===== config.mk =====
export PLATFORM = sky130hd
export DESIGN_NAME = demux2_collect
export DESIGN_NICKNAME = d
export VERILOG_FILES = /design/src/rtl/mux_pkg.sv /design/src/rtl/onehot_dec.sv /design/src/rtl/demux2_collect.sv
export SDC_FILE = /design/constraint.sdc
export NUM_CORES = 1
export LEC_CHECK = 0
export CAP_MARGIN = 10
export CORE_MARGIN = 4
export CORE_UTILIZATION = 54
export DETAILED_ROUTE_END_ITERATION = 7
export DONT_BUFFER_PORTS = 1
export PLACE_DENSITY = 0.79
export SKIP_CTS_REPAIR_TIMING = 1
export SYNTH_ARGS = -nofsm -noshare
export SYNTH_HDL_FRONTEND = slang
export SYNTH_SLANG_ARGS = --single-unit

===== constraint.sdc =====
create_clock -name clk -period 1.2 [get_ports clk]
set_input_delay 0.12 -clock clk [delete_from_list [all_inputs] [get_ports clk]]
set_output_delay 0.12 -clock clk [all_outputs]
set_load 0.005 [all_outputs]

===== src/rtl/mux_pkg.sv =====
// rtl/mux_pkg.sv - shared types and constants for the mux2 / demux2_collect family
package mux_pkg;

    // Word collector states: filling the word, or holding it for the consumer
    typedef enum logic {
        COLLECT = 1'b0,
        HOLD    = 1'b1
    } state_t;

    // log2 of the word width used by mux2 and demux2_collect unless overridden
    localparam int WLOG_DEFAULT = 3;

endpackage


===== src/rtl/onehot_dec.sv =====
// rtl/onehot_dec.sv - binary index to one-hot write-enable decoder
module onehot_dec
    import mux_pkg::*;
#(
    parameter int WLOG = WLOG_DEFAULT
) (
    input  logic [WLOG-1:0]      sel,
    output logic [(1<<WLOG)-1:0] onehot
);

    // Exactly one enable bit set, at the selected position
    always_comb begin
        onehot      = '0;
        onehot[sel] = 1'b1;
    end

endmodule


===== src/rtl/demux2_collect.sv =====
// rtl/demux2_collect.sv - collects indexed single bits into a word and emits it on a valid/ready handshake
module demux2_collect
    import mux_pkg::*;
#(
    parameter int WLOG = WLOG_DEFAULT
) (
    input  logic                 clk,
    input  logic                 rst,
    input  logic                 in_valid,
    output logic                 in_ready,
    input  logic                 in_bit,
    input  logic [WLOG-1:0]      in_sel,
    input  logic                 in_last,
    output logic                 out_valid,
    input  logic                 out_ready,
    output logic [(1<<WLOG)-1:0] out_word,
    output logic [(1<<WLOG)-1:0] out_word_n,
    output logic [(1<<WLOG)-1:0] out_mask,
    output logic                 dup_err
);

    localparam int W = 1 << WLOG;

    state_t         state;
    logic [W-1:0]   word;
    logic [W-1:0]   mask;
    logic [W-1:0]   we;
    logic           accept;
    logic           dup_hit;
    logic           full_next;
    logic           close_word;

    onehot_dec #(.WLOG(WLOG)) u_dec (
        .sel    (in_sel),
        .onehot (we)
    );

    // Accept qualification and the two word-closing conditions
    always_comb begin
        accept     = (state == COLLECT) && in_valid;
        dup_hit    = |(mask & we);
        full_next  = &(mask | we);
        close_word = accept && (full_next || in_last);
    end

    // Outputs come straight from the held registers; the complement is tied to the word
    assign out_word   = word;
    assign out_word_n = ~word;
    assign out_mask   = mask;

    // Collector FSM with word/mask storage, handshake flags and duplicate-write flag
    always_ff @(posedge clk) begin
        if (rst) begin
            state     <= COLLECT;
            word      <= '0;
            mask      <= '0;
            dup_err   <= 1'b0;
            in_ready  <= 1'b1;
            out_valid <= 1'b0;
        end else begin
            case (state)
                COLLECT: begin
                    dup_err <= accept && dup_hit;
                    if (accept) begin
                        word <= (word & ~we) | ({W{in_bit}} & we);
                        mask <= mask | we;
                    end
                    if (close_word) begin
                        state     <= HOLD;
                        in_ready  <= 1'b0;
                        out_valid <= 1'b1;
                    end
                end
                HOLD: begin
                    dup_err <= 1'b0;
                    if (out_ready) begin
                        state     <= COLLECT;
                        word      <= '0;
                        mask      <= '0;
                        in_ready  <= 1'b1;
                        out_valid <= 1'b0;
                    end
                end
                default: begin
                    state     <= COLLECT;
                    word      <= '0;
                    mask      <= '0;
                    dup_err   <= 1'b0;
                    in_ready  <= 1'b1;
                    out_valid <= 1'b0;
                end
            endcase
        end
    end

endmodule


=== After elaboration in Yosys (flattened, before gate mapping) ===
Cells that the tools add are included.
W data, S select, Z words.

* Register bits: 20
* Input bits: 9
* Output and inout port bits: 27
* Logic and storage cells: 45

* $lt $le $gt $ge: 2
* Equality and inequality tests: 3
* Muxes and demuxes: 17
* Bitwise gates (word level): 8
* Reduce and logical (&&, ||, !) cells: 9

{| class="wikitable"
|+ Operator list
! operator !! number
|-
| $pmux W8 S2 || 2
|-
| $and A8 B8 Y8 || 3
|-
| $mux W8 || 3
|-
| $not A8 Y8 || 2
|-
| $or A8 B8 Y8 || 2
|-
| $pmux W1 S2 || 4
|-
| $reduce_and A8 Y1 || 1
|-
| $reduce_or A8 Y1 || 1
|-
| $mux W1 || 7
|-
| $ne A2 B2 Y1 const B || 3
|-
| $logic_and A1 B1 Y1 || 4
|-
| $lt A3 B4 Y1 const B || 1
|-
| $reduce_and A2 Y1 || 2
|-
| $demux W1 S3 || 1
|-
| $ge A3 B1 Y1 const B || 1
|-
| $logic_or A1 B1 Y1 || 1
|-
| $not A1 Y1 || 1
|}

=== Logic depth before layout (Yosys ltp) ===
* Depth after elaboration: 10
* Gate-level depth with buffers: 6
* Gate-level depth less buffers: 5

=== By module ===
From an unflattened synthesis, not the netlist that was laid out.

* Cell total of the unflattened synthesis: 106
* Area, all modules: 919.6 sq um

{| class="wikitable"
|+ By module, submodules not included
! module !! instances !! cells each !! area an instance (sq um) !! sequential area each (sq um)
|-
| demux2_collect || 1 || 98 || 854.6 || 400.4
|-
| onehot_dec || 1 || 8 || 65.1 || 0.0
|}

=== Least setup slack after synthesis ===
Ideal clock, no wire load.

* Kind: register to register
* Start point: register state
* End point: register word[4] (netlist: out_word[4])
* Setup time: 0.135 ns
* Arrival: 1.044 ns
* Required time: 1.065 ns
* Slack: 0.021 ns
* Cell stages (with the launch flop): 7
* Path buffers: 2
* Clock period less this slack: 1.179 ns
* Cells stage by stage: dfxtp_1 > nor2b_1 > buf_2 > clkbuf_1 > nand2_1 > nand3_1 > a21oi_1

* Cells in the longest elaborated chain, start to end: 4
* Elaborated cells on any way between the ends: 6
* Classes of those cells: eq/ne (2); mux (1); bitwise (1); reduce/logical (2)

{| class="wikitable"
|+ Ends and longest elaborated chain
! what !! RTL line !! RTL
|-
| start, declared || demux2_collect.sv:24 || <nowiki>state_t state;</nowiki>
|-
| start signal, assigned || demux2_collect.sv:54 || <nowiki>state <= COLLECT;</nowiki>
|-
| start signal, assigned || demux2_collect.sv:69 || <nowiki>state <= HOLD;</nowiki>
|-
| start signal, assigned || demux2_collect.sv:77 || <nowiki>state <= COLLECT;</nowiki>
|-
| $not A1 Y1 || - ||
|-
| $logic_and A1 B1 Y1 || demux2_collect.sv:40 || <nowiki>accept = (state == COLLECT) && in_valid;</nowiki>
|-
| $ne A2 B2 Y1 (no line) || - ||
|-
| $reduce_and A2 Y1 (no line) || - ||
|-
| end signal, assigned || demux2_collect.sv:65 || <nowiki>word <= (word & ~we) | ({W{in_bit}} & we);</nowiki>
|-
| end, declared || demux2_collect.sv:25 || <nowiki>logic [W-1:0] word;</nowiki>
|}

Several ways; a longest one is shown, not always the timed one.
A chain may end at the register's enable or synchronous reset.

=== Worst setup path after layout ===
* Start point: register mask[1] (netlist: out_mask[1])
* End point: register in_ready

* Cells in the longest elaborated chain, start to end: 6

{| class="wikitable"
|+ Ends and longest elaborated chain
! what !! RTL line !! RTL
|-
| start, declared || demux2_collect.sv:26 || <nowiki>logic [W-1:0] mask;</nowiki>
|-
| start signal, assigned || demux2_collect.sv:66 || <nowiki>mask <= mask | we;</nowiki>
|-
| $or A8 B8 Y8 || demux2_collect.sv:42 || <nowiki>full_next = &(mask | we);</nowiki>
|-
| $reduce_and A8 Y1 || demux2_collect.sv:42 ||
|-
| $logic_or A1 B1 Y1 || demux2_collect.sv:43 || <nowiki>close_word = accept && (full_next || in_last);</nowiki>
|-
| $logic_and A1 B1 Y1 || demux2_collect.sv:43 ||
|-
| $ne A2 B2 Y1 (no line) || - ||
|-
| $reduce_and A2 Y1 (no line) || - ||
|-
| end signal, assigned || demux2_collect.sv:58 || <nowiki>in_ready <= 1'b1;</nowiki>
|-
| end signal, assigned || demux2_collect.sv:70 || <nowiki>in_ready <= 1'b0;</nowiki>
|-
| end signal, assigned || demux2_collect.sv:80 || <nowiki>in_ready <= 1'b1;</nowiki>
|-
| end, declared || demux2_collect.sv:10 || <nowiki>output logic in_ready,</nowiki>
|}

Every way passes these cells.

==> metrics <==
I/O pin total 36; pwr dens 998.9 nW/µm²; Placeable Area 1727 µm²; status complete, no violations; detailed placement HPWL ~1800 µm; Yosys reg bits 20; r2r setup slk 40 ps; Iteration-0 DRC Markers 20; total power between 0.001 and 0.0015 W; Starting Density 56.88%; Total Neg Setup Slack 0 ps; dpl cells between 150 and 200; # diodes 0; max cap viols 0; Leak Pwr ~0.43 nW; mean post-synth cell area approximately 8.6 µm²; Synth Instances ~110; sequential area share after synthesis about 41%; via count 936; cell taking the most area after synthesis dfxtp_1; Slew @ Worst Pin between 400 and 500 ps; share of layout cells above drive strength 1 about 30%; crit path max fanout 4; wire length per cell 16.29 µm; share of the synthesized area in the top cell type about two fifths; asr flop ratio synth 0%; CTS tree yes; first-pass GRT wire length 4043 µm; detailed-route DRC error count 0; FP Rows 15; hold crit path type in -> reg; Total Wirelength 2558 µm; number of antenna violations at the first check in global routing 0; CTS H-Tree Depth 1; full die area 2565 µm²; Final #Nets 143; Placed Area 1126 µm²; synth warn 0; Pins Over Slew Limit 0; Tcrit/Tclk final about 96%; Post-synth EDFFs 0; minimum clock period 1156 ps; Area contributors post-synth dfxtp_1 (41%), nand3_1 (8.7%), a21oi_1 (5.1%), nand2_1 (5.0%), a22o_1 (4.5%); relative slew slack a little under three quarters; CP required approximately 1400 ps; clock latency on the worst-skew pair around 300 ps; critical path arrival approximately 1400 ps; clk root buf clkbuf_4; crit-path cells o21ai_2, a22oi_2, nand2_2, a31o_1; Crit path largest cell delay 440 ps; Non-Filler Instances approximately 160; vias per cell 5.962; Post-DRT Antenna Nets 0; Synth Cell Area 982.2 µm²; largest net degree at the start of global routing 16; crit end category register; Yosys cell types 32; Layout Area Growth over Synthesis 22.04%; Setup violations, final 0; Die Wd 50.65 µm; die height 50.65 µm; GRT Util Overall between 20% and 30%; buffer depth of the longest clock path 2; Final Hold Fails 0; Util after Layout between 60% and 70%; Initial DRT Pass Iterations 4; maximum clock frequency 0.8651 GHz; worst vdd ir 0.0007841 V; CP max-delay cell dfxtp_1; Clock Skew around 7.2 ps; critical path type reg -> reg; CTS buffer count 3; Sink Count 20; vias in the first global route between 800 and 900; Final GP Congestion between 0.8 and 0.9; CTS clock-pin slew for the worst setup and hold paths ~110 ps; Top FF cell, synth dfxtp_1; port buffer count 0; fin area between 1000 and 1500 µm²; Remaining Overflow, GRT 0; Syn Nets ~120; startpoint types register
## power breakdown
part / internal (W) / switching, W
sequential: 0.000682 / 0.0000207
clock: 0.000117 / 0.000205
combinational: 0.0000854 / 0.0000865
total: 0.000885 / 0.000312
## critical path, delay by kind of cell, from the launching register on
kind	cells	cell delay, ps
compound gates	3	520
flops	1	440
simple gates	1	110
## registers in the layout, indices dropped and copies added (netlist names)
signal	flops
out_mask	8
out_word	8
dup_err	1
in_ready	1
out_valid	1
state	1
## synthesized netlist by cell type (2+ instances only)
library cell and count:
a211oi_2 2, a21oi_1 10, a22o_1 5, a22oi_1 3, a32o_1 2, clkbuf_1 3
dfxtp_1 20, inv_1 9, mux2_2 2, nand2_1 13, nand3_1 17, nor2_1 3
nor2b_1 3, nor3b_2 3, o21ai_0 2
## cells by family (layout without fill, tap and decap cells)
family                 after synthesis  after routing  synth area share [%]
DFF                                 20             20                 40.76
muxes                                3              3                 3.312
and+or+nand+nor                     47             47                 26.37
AOI/OAI and AO/OA                   30             30                 23.31
buffers and inverters               14             32                 6.241
## placed cells by master (no fill, tap or decap), types with 2 or more instances in the layout
cell type / count
nand3_1: 17
nor3b_2: 3
dfxtp_2: 2
dfxtp_4: 2
clkbuf_4: 3
inv_1: 9
a211oi_2: 2
nor2_1: 2
a32o_1: 2
o21ai_0: 2
mux2_2: 2
a22o_1: 5
a22oi_1: 3
dfxtp_1: 16
buf_4: 16
a21oi_1: 10
nor2b_1: 3
nand2_1: 13
dlygate4sd3_1: 3
## routing by layer
layer / global-route usage, % / wire length, µm
met5: 0 / 0
met4: 8.072 / 28
met3: 5.935 / 183
met2: 33.70 / 1166
met1: 26.23 / 1179
## area by class of cell
| class | instances | area, µm² |
|---|---|---|
| Multi-Input combinational cell | 80 | 530.5 |
| Fill cell | 150 | 528.0 |
| Sequential cell | 20 | 410.4 |
| Timing Repair Buffer | 20 | 170.2 |
| Inverter | 9 | 33.78 |
| Tap cell | 25 | 31.28 |
| Clock buffer | 3 | 22.52 |
## final timing paths
path                       startpoint                       end  depth (start not counted)
max reg2reg  out_mask[1]$_SDFFE_PP0P_     in_ready$_SDFFE_PP1P_                          4
max          out_mask[1]$_SDFFE_PP0P_     in_ready$_SDFFE_PP1P_                          4
min reg2reg  out_word[0]$_SDFFE_PP0P_  out_word[0]$_SDFFE_PP0P_                          2
min                            in_bit  out_word[6]$_SDFFE_PP0P_                          2
## through the flow
step / hold slack [ps] / setup WS (ps)
after CTS: -136.4 / -52.98
after global routing: 12.75 / -0.2179
after global placement: 186.6 / 18.81
final: 1.267 / 44.10
after detailed placement: 189.0 / -15.01
after floorplan: 299.1 / 20.98
Note: power is estimated with default switching activity, not from simulation.
